**config.mk**
```make
export PLATFORM = sky130hd
export DESIGN_NAME = adc_spi_rr_arbiter
export DESIGN_NICKNAME = d
export VERILOG_FILES = /design/src/rtl/adc_spi_pkg.sv /design/src/rtl/rr_pick.sv /design/src/rtl/adc_spi_rr_arbiter.sv
export SDC_FILE = /design/constraint.sdc
export NUM_CORES = 1
export LEC_CHECK = 0
export CORE_MARGIN = 2
export CORE_UTILIZATION = 39
export DETAILED_ROUTE_END_ITERATION = 8
export GPL_ROUTABILITY_DRIVEN = 1
export PLACE_DENSITY = 0.77
export SETUP_SLACK_MARGIN = 0.2
export SYNTH_ARGS = -nofsm -noshare
export SYNTH_HDL_FRONTEND = slang
export SYNTH_HIERARCHICAL = 1
export SYNTH_SLANG_ARGS = --single-unit
```
**constraint.sdc**
```tcl
create_clock -name i_clk -period 3.4 [get_ports i_clk]
set_input_delay 0.68 -clock i_clk [delete_from_list [all_inputs] [get_ports i_clk]]
set_output_delay 0.68 -clock i_clk [all_outputs]
set_load 0.005 [all_outputs]
```
**src/rtl/adc_spi_pkg.sv**
```systemverilog
// adc_spi_pkg: shared SPI engine state codes and arbiter FSM states
package adc_spi_pkg;
    localparam logic [2:0] SPI_IDLE = 3'd0;
    localparam logic [2:0] SPI_DONE = 3'd4;
    typedef enum logic [2:0] {IDLE, START, WAIT_DONE, RESP, RELEASE} arb_state_t;
endpackage

```
**src/rtl/rr_pick.sv**
```systemverilog
// rr_pick: combinational round-robin priority encoder searching from ptr+1 with wrap
module rr_pick #(
    parameter int N_REQ = 4,
    parameter int IW    = $clog2(N_REQ)
) (
    input  logic [N_REQ-1:0] req,
    input  logic [IW-1:0]    ptr,
    output logic [N_REQ-1:0] gnt,
    output logic [IW-1:0]    idx
);
    logic          found;
    logic [IW-1:0] k;
    // first requester after ptr wins; ptr itself is checked last
    always_comb begin
        gnt   = '0;
        idx   = '0;
        found = 1'b0;
        k     = '0;
        for (int i = 1; i <= N_REQ; i++) begin
            k = IW'((int'(ptr) + i) % N_REQ);
            if (!found && req[k]) begin
                found  = 1'b1;
                gnt[k] = 1'b1;
                idx    = k;
            end
        end
    end
endmodule

```
**src/rtl/adc_spi_rr_arbiter.sv**
```systemverilog
// adc_spi_rr_arbiter: round-robin sharing of one SPI engine with timeout recovery
module adc_spi_rr_arbiter
    import adc_spi_pkg::*;
#(
    parameter int N_REQ      = 4,
    parameter int DATA_WIDTH = 16,
    parameter int TIMEOUT    = 1023
) (
    input  logic                        i_clk,
    input  logic                        i_rst,
    input  logic [N_REQ-1:0]            i_req,
    input  logic [N_REQ*DATA_WIDTH-1:0] i_req_data,
    output logic [N_REQ-1:0]            o_gnt,
    output logic [N_REQ-1:0]            o_rsp_valid,
    output logic [DATA_WIDTH-1:0]       o_rsp_data,
    output logic                        o_rsp_err,
    output logic [$clog2(N_REQ)-1:0]    o_cur_id,
    output logic                        o_busy,
    output logic                        o_spi_start,
    output logic [DATA_WIDTH-1:0]       o_spi_data,
    input  logic [2:0]                  i_spi_state,
    input  logic [DATA_WIDTH-1:0]       i_spi_miso_data
);
    localparam int IW = $clog2(N_REQ);
    localparam int CW = $clog2(TIMEOUT + 1);

    arb_state_t      state, state_n;
    logic [IW-1:0]    rr_ptr;
    logic [CW-1:0]    cnt;
    logic [N_REQ-1:0] pick_gnt;
    logic [IW-1:0]    pick_idx;
    logic             timed;
    logic             timeout;
    logic             can_grant;

    rr_pick #(.N_REQ(N_REQ), .IW(IW)) u_pick (
        .req(i_req),
        .ptr(rr_ptr),
        .gnt(pick_gnt),
        .idx(pick_idx)
    );

    assign timed     = (state == START) || (state == WAIT_DONE);
    assign timeout   = timed && (cnt == CW'(TIMEOUT - 1));
    assign can_grant = (|i_req) && (i_spi_state == SPI_IDLE);
    assign o_busy    = state != IDLE;

    // state register
    always_ff @(posedge i_clk or posedge i_rst) begin
        if (i_rst) state <= IDLE;
        else       state <= state_n;
    end

    // next state; a timeout preempts any engine handshake
    always_comb begin
        state_n = state;
        case (state)
            IDLE:      state_n = can_grant ? START : IDLE;
            START:     state_n = timeout ? RESP : (i_spi_state != SPI_IDLE) ? WAIT_DONE : START;
            WAIT_DONE: state_n = (timeout || i_spi_state == SPI_DONE) ? RESP : WAIT_DONE;
            RESP:      state_n = o_rsp_err ? IDLE : RELEASE;
            RELEASE:   state_n = (i_spi_state == SPI_IDLE) ? IDLE : RELEASE;
            default:   state_n = IDLE;
        endcase
    end

    // timeout counter restarts on every entry into START or WAIT_DONE
    always_ff @(posedge i_clk or posedge i_rst) begin
        if (i_rst) cnt <= '0;
        else       cnt <= (timed && state_n == state) ? cnt + CW'(1) : '0;
    end

    // grant, SPI handoff and response registers
    always_ff @(posedge i_clk or posedge i_rst) begin
        if (i_rst) begin
            o_gnt       <= '0;
            o_cur_id    <= '0;
            rr_ptr      <= IW'(N_REQ - 1);
            o_spi_data  <= '0;
            o_spi_start <= 1'b0;
            o_rsp_valid <= '0;
            o_rsp_data  <= '0;
            o_rsp_err   <= 1'b0;
        end else begin
            if (state == IDLE && state_n == START) begin
                o_gnt       <= pick_gnt;
                o_cur_id    <= pick_idx;
                rr_ptr      <= pick_idx;
                o_spi_data  <= i_req_data[pick_idx*DATA_WIDTH +: DATA_WIDTH];
                o_spi_start <= 1'b1;
            end
            if (state == START && state_n != START) o_spi_start <= 1'b0;
            if (state_n == RESP) begin
                o_gnt       <= '0;
                o_rsp_valid <= o_gnt;
                o_rsp_err   <= timeout;
                o_rsp_data  <= timeout ? '0 : i_spi_miso_data;
            end else begin
                o_rsp_valid <= '0;
                o_rsp_err   <= 1'b0;
                o_rsp_data  <= '0;
            end
        end
    end
endmodule

```
==> metrics.txt <==
clock buffer depth=2; Mapped Area=3250 µm²; Critical Path Source=rr_ptr[1]; first-pass GRT wire length=12.9 mm; initial antenna violation count=0; die extent in x=95.2 µm; clk_lat worst skew=0.33 ns; Routability Congestion=0.831; ANT nets after route=0; part of the cycle the worst path needs=86.0%; FP Rows=33; setup TNS=0 ns; Warnings, synthesis=6; syn nets=369; vias per cell=5.09; Tmin final=2.92 ns; Worst-path clk slew=0.06 ns; Hold Vio Cnt, Final=0; crit-path max FO=17; Max-slew headroom=39.8%; top cells by area, synth=dfrtp_1 44%, mux4_2 12%, mux2_2 5.9%, ha_1 3.9%, and2_1 3.5%; post-synthesis sequential area ratio=45.6%; met3 Resource Use GR=2.69%; Sequential Power Share=29.9%; Worst-Margin Slew=0.903 ns; # setup viols final=0; Starting Density=39.9%; setup repair bufs after CTS=0; Startpoint Class=flop; synth unique cells=48; sw power=0.00107 W; clock share of power=21.6%; Leakage=2.08 nW; total number of vias=2650; Layout area overhead=52.1%; final WL=7.96 mm; Worst Hold End=o_cur_id[0]; total gr overflow=0; area share of xor/xnor cells in the synthesized design=2.16%; Comb power frac=48.5%; CP max stage delay=0.67 ns; # clock sinks=59; first-pass detailed-route iteration total=4; grt met2 use=32.2%; total of max-cap violations=0; async set or reset register ratio after synthesis=100%; # hold bufs at CTS=0; GRT busiest layer=met2; number of global-route vias before repair=2708; Die ar.=9070 µm²; Post-synth EDFFs=0; critical-path cell list=inv_1, ha_2, nor2b_1, a22oi_1, o211ai_1, a21oi_2, buf_12, mux4_2, mux2_2; largest net degree at the start of global routing=35; DP Wirelength=5.99 mm; RSZ-0062 raised after global routing=no; Total GRT Usage=18.5%; Post-Synth Simple-Gate Area=15.6%; mux cell area share after synthesis=19.9%; IO Pins=134; CP required=3.62 ns; core area=8130 µm²; Synth area leader=dfrtp_1; Worst Hold Depth=2; post-synth top area share=43.9%; diode count=0; post-synthesis register bit count=59; Int Pwr=0.00230 W; met1 GRT Util=22.5%; Worst Skew=0.00886 ns; fraction of layout cells with a size suffix above 1=18.3%; syn_area_per_cell=12.0 µm²; R2R depth=9; layout net count=510; Crit-path slowest cell=dfstp_2; TritonCTS buffer count=9; Port Buffer Count=133; Design Power=0.00336 W; WP data arrival=3.14 ns; type of the worst setup path=reg2reg; initial DRC count=86; WL/cell=15.3 µm; PwrDens=681 nW/µm²; Slew Limit Fails=0; Sw Share=31.7%; Hold/Removal Path Class=reg2reg; Post-synth top flop=dfrtp_1; worst reg2reg setup slack=0.48 ns; root buf cell=clkbuf_8; hold_sp=o_cur_id[0]; worst vdd rail ir drop=528 µV; CP endpoint kind=flop; H-tree depth=3; f_max=342 MHz; main combinational cell family by area after synthesis=multiplexers; FF-to-FF End=o_spi_data[6]; synthesized instance count=270; CTS tree=built; Die Ht=95.2 µm; # DRC=0; RR Startpoint=rr_ptr[1]; adder-cell share of the synthesized area=3.86%; outcome=complete, no violations; Synth Area in Compound Gates=8.48%
through the flow:
step	std cells	hold WS, ns	setup WS [ns]	instance area, µm²	utilization (%)
2_1_floorplan	270	0.469	0.275	3250	-
3_3_place_gp	505	0.463	0.432	4710	57.9
3_5_place_dp	505	0.467	0.358	4710	57.9
4_1_cts	521	0.481	0.378	4930	60.7
5_1_grt	521	0.516	0.242	4940	60.7
6_report	521	0.482	0.477	4940	60.7
placed cells by master, fill, tap and decap left out, types with 2 or more instances in the layout:
master,count
inv_1,9
a221o_2,4
o211ai_1,3
o21ai_0,6
xnor2_1,4
nand2_1,25
ha_1,9
nor2b_1,6
dfstp_2,2
mux2_2,17
xor2_1,4
mux2i_1,5
nor3_1,4
dfrtp_1,57
clkdlybuf4s50_1,133
nor3b_1,2
mux4_2,18
nand3_1,3
a21oi_1,4
and3_1,5
buf_4,10
nand4_1,5
clkbuf_8,11
and2_1,18
a22oi_1,3
bufinv_16,2
nand2b_1,2
nor2_1,17
per-layer routing:
layer / share of wire, % / up-vias
met2: 54 / 49
li1: - / 1260
met1: 41 / 1330
met3: 2.8 / 11
met5: 0 / -
met4: 2.0 / 0
flip-flops by register name, indices dropped and copies added, names as in the netlist:
| signal | cells |
|---|---|
| o_rsp_err | 1 |
| o_rsp_data | 16 |
| state | 3 |
| o_spi_data | 16 |
| o_spi_start | 1 |
| rr_ptr | 2 |
| o_rsp_valid | 4 |
| cnt | 10 |
| o_gnt | 4 |
| o_cur_id | 2 |
how the worst max path moves through the flow:
stage               slack, ns  depth (start not counted)             end
floorplan                0.27                         12   o_spi_data[7]
global placement         0.43                          9  o_spi_data[11]
CTS                      0.38                          9   o_spi_data[2]
global route             0.24                          9   o_spi_data[0]
finish                   0.48                          9   o_spi_data[6]
detailed placement       0.36                          8   o_spi_data[2]
cell usage after synthesis (all sizes together), types with 2 or more instances:
master	n
a221o	4
a22oi	3
nor3b	2
ha	10
nand2	25
buf	11
mux4	18
dfrtp	57
a21oi	5
and3	5
nand3	3
nand2b	2
inv	10
mux2	17
nor2b	6
xor2	4
clkbuf	3
xnor2	4
o21ai	7
nand4	6
mux2i	5
nor3	5
nor2	17
o211ai	3
a221oi	2
and2	18
dfstp	2
logic make-up (layout without fill, tap and decap cells):
group,after synthesis,in the layout
muxes,40,40
adders and majority gates,10,10
and+or+nand+nor,96,96
AOI/OAI and AO/OA,33,33
DFF,59,59
xor gates and xnor gates,8,8
buffers and inverters,24,170
final cells by class:
cell class | count | area, µm²
Clock buffer | 12 | 155
Clock inverter | 4 | 72.6
Fill cell | 670 | 3200
Inverter | 10 | 37.5
Multi-Input combinational cell | 187 | 1640
Sequential cell | 59 | 1480
Tap cell | 105 | 131
Timing Repair Buffer | 144 | 1430
critical path, delay by kind of cell (launching register included):
| family | cells | cell delay (ns) |
|---|---|---|
| multiplexers | 2 | 0.78 |
| flip-flops | 1 | 0.67 |
| AO/OA/AOI/OAI | 3 | 0.51 |
| adder cells (fa/ha/maj) | 1 | 0.45 |
| buffers and inverters | 2 | 0.29 |
| AND/OR/NAND/NOR | 1 | 0.10 |
power by group through the flow:
stage | Clock [W] | Sequential [W] | Combinational (W)
global route | 0.000775 | 0.00103 | 0.00179
CTS | 0.000745 | 0.00101 | 0.00165
detailed placement | 0 | 0.00102 | 0.00164
floorplan | 0 | 0.00102 | 0.000999
global placement | 0 | 0.00101 | 0.00161
finish | 0.000725 | 0.00101 | 0.00163
repair_timing:
| item | in CTS | in global routing |
|---|---|---|
| resized for setup | 0 | 1 |
| endpoints found under the hold margin | 0 | 0 |
| endpoints found under the setup margin | 0 | 16 |
Note: power is estimated with default switching activity, not from simulation.
